File: src/rtl/count_bcd_conv.sv
// count_bcd_conv: sequential binary-to-BCD converter (shift-and-add-3, one
// bit per clock) that turns the counter value into packed decimal digits for
// the seven-segment driver. Results are published atomically on completion,
// so the display never sees a partially converted value.
//
// Optional feature: define COUNT_BCD_BLANK_EN to build the registered
// leading-zero blanking mask; without it `blank` is tied to all-zeros.
module count_bcd_conv #(
  parameter int WIDTH  = 8,
  parameter int DIGITS = 3
) (
  input  logic                  clk,
  input  logic                  rst,
  input  logic                  start,
  input  logic [WIDTH-1:0]      bin,
  output logic                  busy,
  output logic                  done,
  output logic [4*DIGITS-1:0]   bcd,
  output logic [DIGITS-1:0]     blank
);

  localparam int BW = 4 * DIGITS;
  localparam int CW = $clog2(WIDTH + 1);

  typedef enum logic [1:0] {
    IDLE,
    SHIFT,
    DONE
  } state_t;

  state_t         state;
  state_t         state_nxt;

  logic [WIDTH-1:0] shift_q;
  logic [BW-1:0]    scratch_q;
  logic [CW-1:0]    cnt_q;
  logic [BW-1:0]    bcd_q;

  logic             accept;
  logic             last_shift;
  logic [BW-1:0]    adj;
  logic [BW-1:0]    scratch_nxt;

  // A new conversion is accepted only when no conversion is running.
  assign accept     = start && (state == IDLE || state == DONE);
  // The shift that consumes the final input bit also publishes the result.
  assign last_shift = (state == SHIFT) && (cnt_q == CW'(1));

  // State register.
  always_ff @(posedge clk) begin
    // NOTE: sequential state uses non-blocking assignments so every register
    // samples the pre-edge values of the others, independent of block order.
    if (rst) state <= IDLE;
    else     state <= state_nxt;
  end

  // Next-state logic.
  always_comb begin
    // NOTE: default first so every path assigns state_nxt and no latch forms.
    state_nxt = state;
    unique case (state)
      IDLE:    if (start) state_nxt = SHIFT;
      SHIFT:   if (cnt_q == CW'(1)) state_nxt = DONE;
      DONE:    state_nxt = start ? SHIFT : IDLE;
      default: state_nxt = IDLE;
    endcase
  end

  assign busy = (state == SHIFT);
  assign done = (state == DONE);

  // Add-3 correction on every digit >= 5, then shift the next input bit in.
  always_comb begin
    adj = '0;
    for (int i = 0; i < DIGITS; i++) begin
      if (scratch_q[4*i +: 4] >= 4'd5) adj[4*i +: 4] = scratch_q[4*i +: 4] + 4'd3;
      else                             adj[4*i +: 4] = scratch_q[4*i +: 4];
    end
    // The top bit of the corrected scratch is always zero for legal inputs.
    scratch_nxt = BW'({adj, shift_q[WIDTH-1]});
  end

  // Conversion datapath and published result.
  always_ff @(posedge clk) begin
    if (rst) begin
      shift_q   <= '0;
      scratch_q <= '0;
      cnt_q     <= '0;
      bcd_q     <= '0;
    end else begin
      if (accept) begin
        shift_q   <= bin;
        scratch_q <= '0;
        cnt_q     <= CW'(WIDTH);
      end else if (state == SHIFT) begin
        shift_q   <= {shift_q[WIDTH-2:0], 1'b0};
        scratch_q <= scratch_nxt;
        cnt_q     <= cnt_q - CW'(1);
      end
      if (last_shift) bcd_q <= scratch_nxt;
    end
  end

  assign bcd = bcd_q;

`ifdef COUNT_BCD_BLANK_EN
  localparam logic [DIGITS-1:0] BLANK_RST = {{(DIGITS-1){1'b1}}, 1'b0};

  logic [DIGITS-1:0] blank_q;
  logic [DIGITS-1:0] blank_nxt;
  logic              upper_zero;

  // Digit i is blanked when it and every higher digit of the new result are zero.
  always_comb begin
    blank_nxt  = '0;
    upper_zero = 1'b1;
    for (int i = DIGITS - 1; i >= 1; i--) begin
      upper_zero   = upper_zero && (scratch_nxt[4*i +: 4] == 4'd0);
      blank_nxt[i] = upper_zero;
    end
  end

  // Blanking mask register, updated on the same edge as the result.
  always_ff @(posedge clk) begin
    if (rst)             blank_q <= BLANK_RST;
    else if (last_shift) blank_q <= blank_nxt;
  end

  assign blank = blank_q;
`else
  assign blank = '0;
`endif

endmodule

File: config.mk
export PLATFORM = sky130hd
export DESIGN_NAME = count_bcd_conv
export DESIGN_NICKNAME = d
export VERILOG_FILES = /design/src/rtl/count_bcd_conv.sv
export SDC_FILE = /design/constraint.sdc
export NUM_CORES = 1
export LEC_CHECK = 0
export BUFFER_PORTS_ARGS = -buffer_cell sky130_fd_sc_hd__buf_2
export CORE_AREA = 8 8 68 70
export CTS_CLUSTER_DIAMETER = 30
export DETAILED_ROUTE_END_ITERATION = 7
export DIE_AREA = 0 0 76 78
export PLACE_DENSITY = 0.72
export SLEW_MARGIN = 5
export SYNTH_ARGS = -nofsm -noshare
export SYNTH_HDL_FRONTEND = slang
export SYNTH_SLANG_ARGS = --single-unit
File: constraint.sdc
create_clock -name clk -period 1.5 [get_ports clk]
set_clock_uncertainty 0.1 [all_clocks]
set_input_delay 0.225 -clock clk [delete_from_list [all_inputs] [get_ports clk]]
set_output_delay 0.225 -clock clk [all_outputs]
set_load 0.1 [all_outputs]
-- Yosys cells after proc, flatten, opt, wreduce, memory -nomap -nowiden
Index checks and enable logic that the tools add are counted.
- flip-flop bits (word level): 38
- input bits: 11
- add/subtract/negate cells: 4
- $lt $le $gt $ge: 3
- equal/unequal tests: 5
- mux-type cells: 11
- reduce and logical (&&, ||, !) cells: 7
- operators with widths (kind ; number):
    $mux 4 ; 4
    $mux 8 ; 2
    $ge 4x3->1 const B ; 3
    $add 4x2->4 const B ; 2
    $pmux 2 s3 ; 1
    $eq 4x1->1 const B ; 1
    $mux 2 ; 2
    $sub 4x1->4 const B ; 1
    $add 3x2->3 const B ; 1
    $mux 3 ; 1
    $eq 2x1->1 const B ; 1
    $eq 2x2->1 const B ; 1
    $logic_and 1x1->1 ; 2
    $logic_not 2->1 ; 1
    $ne 2x1->1 const B ; 1
    $ne 2x2->1 const B ; 1
    $reduce_and 2->1 ; 1
    $reduce_bool 2->1 ; 1
    $reduce_or 2->1 ; 1
    $logic_or 1x1->1 ; 1
    $mux 1 ; 1

-- Logic depth before layout (Yosys ltp)
Gate-level depths: netlist of the first run.
- word-level depth: 4
- depth in mapped cells: 7
- depth with buffers taken out: 6

-- Least setup slack after synthesis of the first run
OpenSTA, ideal clock, no wires.
- path type: flip-flop to flip-flop
- from: register state[1]
- to: register scratch_q[11]
- library setup time: 71 ps
- data arrival time: 1964 ps
- required time: 1329 ps
- path slack: -635 ps
- stages on the path, launching flop included: 6
- clock period less this slack: 2135 ps
- cells stage by stage: dfxtp_1 -> nand2b_1 -> clkinv_1 -> clkbuf_1 -> nand3_1 -> a21oi_1
- RTL lines (item ; RTL line ; source):
    from (decl) ; 31 ; state_t state;
    from (signal assigned) ; 54 ; else state <= state_nxt;
    $eq 2x1->1 ; - ;
    named net busy ; 16 ; output logic busy,
    to (signal assigned) ; 97 ; scratch_q <= scratch_nxt;
    to (decl) ; 35 ; logic [BW-1:0] scratch_q;
The timed path passes the listed nets, and every way through them passes these cells.
A chain may end at the register's enable or synchronous reset.

-- Final worst setup path of the first run
- from: register cnt_q[1]
- to: register bcd_q[0] (netlist: bcd[0])
- cells in the longest elaborated chain, start to end: 2
- RTL lines (item ; RTL line ; source):
    from (decl) ; 36 ; logic [CW-1:0] cnt_q;
    from (signal assigned) ; 94 ; cnt_q <= CW'(WIDTH);
    from (signal assigned) ; 98 ; cnt_q <= cnt_q - CW'(1);
    $eq 4x1->1 ; 47 ; assign last_shift = (state == SHIFT) && (cnt_q == CW'(1));
    $logic_and 1x1->1 ; 47 ;
    to (signal assigned) ; 100 ; if (last_shift) bcd_q <= scratch_nxt;
    to (decl) ; 37 ; logic [BW-1:0] bcd_q;
Every way passes these cells.

==> results.sh, run 1 <==
export IMPL_setup_viol=13
export IMPL_dpl_worst_slack_ns=-0.201
export IMPL_cp_required_ns=1.65
export IMPL_maxSlewViolCount=0
export IMPL_maxCapViolCount=0
export IMPL_routed_wl_microns=4280
export IMPL_cts_sinks=38
export IMPL_yosys_warnings=0
export IMPL_die_h_microns=78
export IMPL_path_cells="inv_2 -> ha_4 -> or3b_4 -> nor2_4 -> buf_6 -> mux2i_1 -> nor2_1"
export IMPL_syn_cell_area_sq_mm=0.00170
export IMPL_drtIter0Drc=71
export IMPL_floorplan_rows=22
export IMPL_fin_crit_sh_pct=110
export IMPL_worst_path_buf_inv=2
export IMPL_fin_ws_ns=-0.144
export IMPL_reg2reg_to="bcd[0]"
export IMPL_hold_viol=0
export IMPL_die_w_microns=76
export IMPL_layout_cells_most_common="buf_4"
export IMPL_cp_slowest_cell="or3b_4"
export IMPL_initial_core_util_pct=47.9
export IMPL_r2r_slack_ns=-0.14
export IMPL_reg2reg_depth=7
export IMPL_synthArstFlopShare_pct=0
export IMPL_cts_buffer_depth=2
export IMPL_critPathMaxFanout=4
export IMPL_outcome="complete, but fails checks"
export IMPL_path_class="flop to flop"
export IMPL_end_kind="flop"
export IMPL_n_antenna_cell=0
export IMPL_grt_pass1_wl_microns=6760
export IMPL_vias_per_cell=5.09
export IMPL_most_common_layout_cells="35 x buf_4, 30 x dfxtp_1, 21 x nor2_1"
export IMPL_cts_hold_buf=0
export IMPL_holdPathStages=3
export IMPL_drt_antenna_violating_nets=0
export IMPL_synth_avg_cell_area_sq_um=8.58
export IMPL_power_density_mw_per_mm2=825
export IMPL_cts_buffers=5
export IMPL_io_pin_count=28
export IMPL_port_buffers=24
export IMPL_grtUsageTotal_pct=13.6
export IMPL_routabilityCongestion=0.791
export IMPL_antenna_found_initial=0
export IMPL_fin_setup_tns_ns=-1.46
export IMPL_hold_path_class="primary input to flop"
export IMPL_grt_setup_unrepaired="yes"
export IMPL_worst_r2r_startpoint="cnt_q[1]"
export IMPL_synth_cell_type_count=30
export IMPL_cp_start_kind="flop"
export IMPL_grt_max_degree=16
export IMPL_violations="setup timing"
export IMPL_die_area_sq_mm=0.00593
export IMPL_clk_latency_ns=0.35
export IMPL_min_from="bin[5]"
export IMPL_first_global_vias=1523
export IMPL_crit_arrival_ns=1.79
export IMPL_tritoncts="yes"
export IMPL_ys_flop_type="dfxtp_1"
export IMPL_core_area_sq_mm=0.00355
export IMPL_ys_ff_latch=38
export IMPL_syn_to_final_growth_pct=46.2
export IMPL_grt_overflow_total=0
export IMPL_final_net_count=274
export IMPL_vias=1548
export IMPL_drc_errors=0
export IMPL_firstDrtPassIters=4
export IMPL_crit_family="simple AND/OR/NAND/NOR gates"
export IMPL_min_period_ns=1.64
export IMPL_synth_edf_count=0
export IMPL_clk_pin_slew_ns=0.11
export IMPL_wl_per_cell_microns=14.1
export IMPL_p_leak_nw=0.989
export IMPL_max_stage_delay_ns=0.40
export IMPL_min_to="shift_q[5]"
export IMPL_root_buffer="clkbuf_4"
export IMPL_fmax_ghz=0.608
export IMPL_nFillCells=269
export IMPL_peakVddDrop_mv=0.694
export IMPL_dp_hpwl_microns=2750
export IMPL_drive_gt1_share_pct=46.9
export IMPL_synth_cells=198
export IMPL_cts_max_level=2
export IMPL_seq_area_frac_synth_pct=44.8
## per-stage QoR
stage          hold WS [ns]  util (%)  area [sq um]  total power, mW  cells
2_1_floorplan         0.306         -          1740             1.36    200
3_3_place_gp          0.365      59.0          2090             1.46    286
6_report             0.0594      70.0          2480             2.05    304
4_1_cts              0.0562      64.9          2300             2.03    302
3_5_place_dp          0.372      59.0          2090             1.47    286
5_1_grt              0.0518      70.0          2480             2.15    304
## worst max path at each step
stage | start | endpoint | slack [ns] | cells after the start
after floorplan | cnt_q[1] | bcd[10] | -0.12 | 6
after global placement | cnt_q[1] | bcd[10] | -0.14 | 5
after detailed placement | cnt_q[1] | bcd[9] | -0.20 | 5
after CTS | cnt_q[1] | bcd[9] | -0.11 | 5
after global routing | cnt_q[0] | bcd[11] | -0.21 | 6
final | cnt_q[1] | bcd[0] | -0.14 | 7
## tightest hold or removal path, cell delays in order
cell and delay [ns]:
buf_2 0.09, nor2_1 0.09, a311oi_1 0.05
## logic make-up (layout without fill, tap and decap cells)
group | count (synthesis) | after routing | synth area share (%)
other cells | 1 | 3 | 0.221
flops | 38 | 38 | 44.8
fa+ha+maj | 8 | 8 | 5.89
xor+xnor | 6 | 6 | 3.09
simple gates | 70 | 70 | 19.9
buf+inv | 25 | 81 | 6.63
mux | 5 | 5 | 3.17
compound gates | 45 | 45 | 16.3
## timing repair
item                       CTS  global route
resized for setup           23            40
gates cloned                 1             0
buffers inserted             7             3
hold endpoints to repair     0             0
setup endpoints to repair   20            29
pin swaps                    5            11
## cells in the mapped netlist, drive strengths merged, types with 7 or more instances
library cell	instances	share of area (%)
dfxtp	38	45
nor2	22	5.0
nand2	19	4.2
o22ai	16	5.9
a21oi	13	3.8
nand2b	12	4.4
inv	9	2.0
buf	8	2.8
ha	8	5.9
a211oi	7	3.1
clkbuf	7	1.6
## area by class of cell
cell class	count	area, sq um	share of cell area (%)
clock inverter	2	13.8	0.554
clock buffer	6	41.3	1.66
sequential	38	771	31.0
multi-input combinational	137	1060	42.6
tap	48	60.1	2.42
timing repair buffer	63	500	20.1
inverter	10	40.0	1.61
## sequential cells by signal, indices dropped and copies added (netlist names)
signal	cells
state	2
shift_q	8
bcd	12
cnt_q	4
scratch_q	12
## where the power goes
part | leakage, nW | switching (mW) | internal [mW]
Combinational | 0.644 | 0.257 | 0.179
Clock | 0.0322 | 0.350 | 0.184
Sequential | 0.313 | 0.0266 | 1.05
## metal layers
layer  GRT usage, %  up-vias  share of wire, %
met2           23.2       33                50
li1               -      787                 -
met5              0        -                 0
met1           15.0      720                43
met3           5.18        8               5.2
met4           5.29        0               1.6
Note: power is estimated with default switching activity, not from simulation.
==> inputs of run 2 (changes only) <==
CORE_AREA = 8 8 63 65   (was 8 8 68 70)
DIE_AREA = 0 0 71 73   (was 0 0 76 78)
PLACE_DENSITY = 0.81   (was 0.72)
RECOVER_POWER = 100   (was not set)
clock period = 2.1 ns   (was 1.5 ns; I/O delays follow)
==> run 2 against run 1 <==
Compared with the run above:
- register-to-register slack gained 0.41 ns
- critical endpoint is now busy
- largest cell class unchanged
- sequential power shrank 29%
- the flow now finishes without violations
- design area shrank 24%
==> results.sh, run 2 (same netlist as run 1, synthesis figures left out) <==
export IMPL_floorplan_rows=20
export IMPL_regArea_sq_um=761
export IMPL_multi_input_area_sq_um=833
export IMPL_p_leak_nw=0.727
export IMPL_clk_latency_ns=0.35
export IMPL_placed_cells=247
export IMPL_tritoncts="yes"
export IMPL_hold_viol=0
export IMPL_hold_slack_ns=0.160
export IMPL_die_w_microns=71
export IMPL_syn_to_final_growth_pct=11.8
export IMPL_drtIter0Drc=51
export IMPL_io_pin_count=28
export IMPL_hold_path_class="primary input to flop"
export IMPL_die_h_microns=73
export IMPL_drc_errors=0
export IMPL_path_class="flop to output pin"
export IMPL_critPathMaxFanout=12
export IMPL_nFillCells=272
export IMPL_fmax_ghz=0.514
export IMPL_dp_hpwl_microns=2400
export IMPL_min_period_ns=1.95
export IMPL_end_kind="output pin"
export IMPL_cts_setup_buffers=0
export IMPL_layout_cells_most_common="dfxtp_1"
export IMPL_n_antenna_cell=0
export IMPL_grt_setup_unrepaired="no"
export IMPL_peakVddDrop_mv=0.459
export IMPL_grt_overflow_total=0
export IMPL_final_net_count=240
export IMPL_die_area_sq_mm=0.00518
export IMPL_cts_max_level=2
export IMPL_fin_setup_tns_ns=0
export IMPL_routed_wl_microns=3400
export IMPL_clk_pin_slew_ns=0.12
export IMPL_cts_buffers=5
export IMPL_antenna_found_initial=0
export IMPL_firstDrtPassIters=4
export IMPL_vias=1405
export IMPL_cts_sinks=38
export IMPL_first_global_vias=1327
export IMPL_grt_max_degree=25
export IMPL_instances_no_fill=255
export IMPL_maxCapViolCount=0
export IMPL_routabilityCongestion=0.784
export IMPL_port_buffers=24
export IMPL_tightest_slew_ns=0.548
export IMPL_drt_antenna_violating_nets=0
export IMPL_drive_gt1_share_pct=16.2
export IMPL_cp_start_kind="flop"
export IMPL_setup_viol=0
export IMPL_power_density_mw_per_mm2=778
export IMPL_outcome="complete, no violations"
export IMPL_cts_buffer_depth=2
export IMPL_wl_per_cell_microns=13.3
export IMPL_most_common_layout_cells="38 x dfxtp_1, 21 x nor2_1, 19 x nand2_1"
export IMPL_crit_arrival_ns=1.53
export IMPL_slew_headroom_pct=63.6
export IMPL_dpl_worst_slack_ns=0.368
export IMPL_grt_pass1_wl_microns=5860
export IMPL_initial_core_util_pct=57.5
export IMPL_core_area_sq_mm=0.00295
export IMPL_grtUsageTotal_pct=13.9
export IMPL_root_buffer="clkbuf_4"
export IMPL_vias_per_cell=5.51
export IMPL_maxSlewViolCount=0
export IMPL_fin_crit_sh_pct=92.7
export IMPL_cts_hold_buf=0
export IMPL_cp_required_ns=1.68
export IMPL_fin_ws_ns=0.154
-- run 2: area by class of cell --
cell class | count | area share (%)
Multi-Input combinational cell | 137 | 43.9
Sequential cell | 38 | 40.1
Timing Repair Buffer | 29 | 7.97
Clock buffer | 7 | 2.37
Tap cell | 33 | 2.17
Inverter | 10 | 1.98
Clock inverter | 1 | 1.58
-- run 2: through the flow --
stage | utilization (%) | cell area [sq um] | total power, mW
3_3_place_gp | 62.0 | 1830 | 1.00
5_1_grt | 64.3 | 1900 | 1.54
6_report | 64.3 | 1900 | 1.48
3_5_place_dp | 62.0 | 1830 | 1.01
2_1_floorplan | - | 1710 | 0.964
4_1_cts | 64.5 | 1910 | 1.49
-- run 2: where the power goes --
group          switching (mW)  total, mW  internal [mW]
combinational           0.150      0.216         0.0651
clock                   0.238      0.490          0.253
sequential             0.0196      0.771          0.751
total                   0.408       1.48           1.07
-- run 2: final timing paths --
kind / from / end / slack (ns) / cells past startpoint
max: state[1] / busy / 0.15 / 3
min: bin[4] / shift_q[4] / 0.16 / 3
max reg2reg: cnt_q[0] / bcd[0] / 0.27 / 6
min reg2reg: shift_q[0] / shift_q[1] / 0.37 / 2
-- run 2: critical path: stages (launching register included) --
cell	delay, ns
dfxtp_1	0.33
nand2b_2	0.28
clkinv_1	0.11
clkbuf_2	0.46
-- run 2: layer usage --
metal,wire length (microns),part of all wire [%],global-route usage [%]
met1,1580,47,15.2
met3,181,5.3,5.91
met4,63,1.9,4.85
met2,1570,46,23.6
met5,0,0,0
-- run 2: what timing repair did --
item | 4_1_cts | 5_1_grt
hold endpoints to repair | 0 | 0
setup endpoints to repair | 0 | 1
resized for setup | 0 | 1
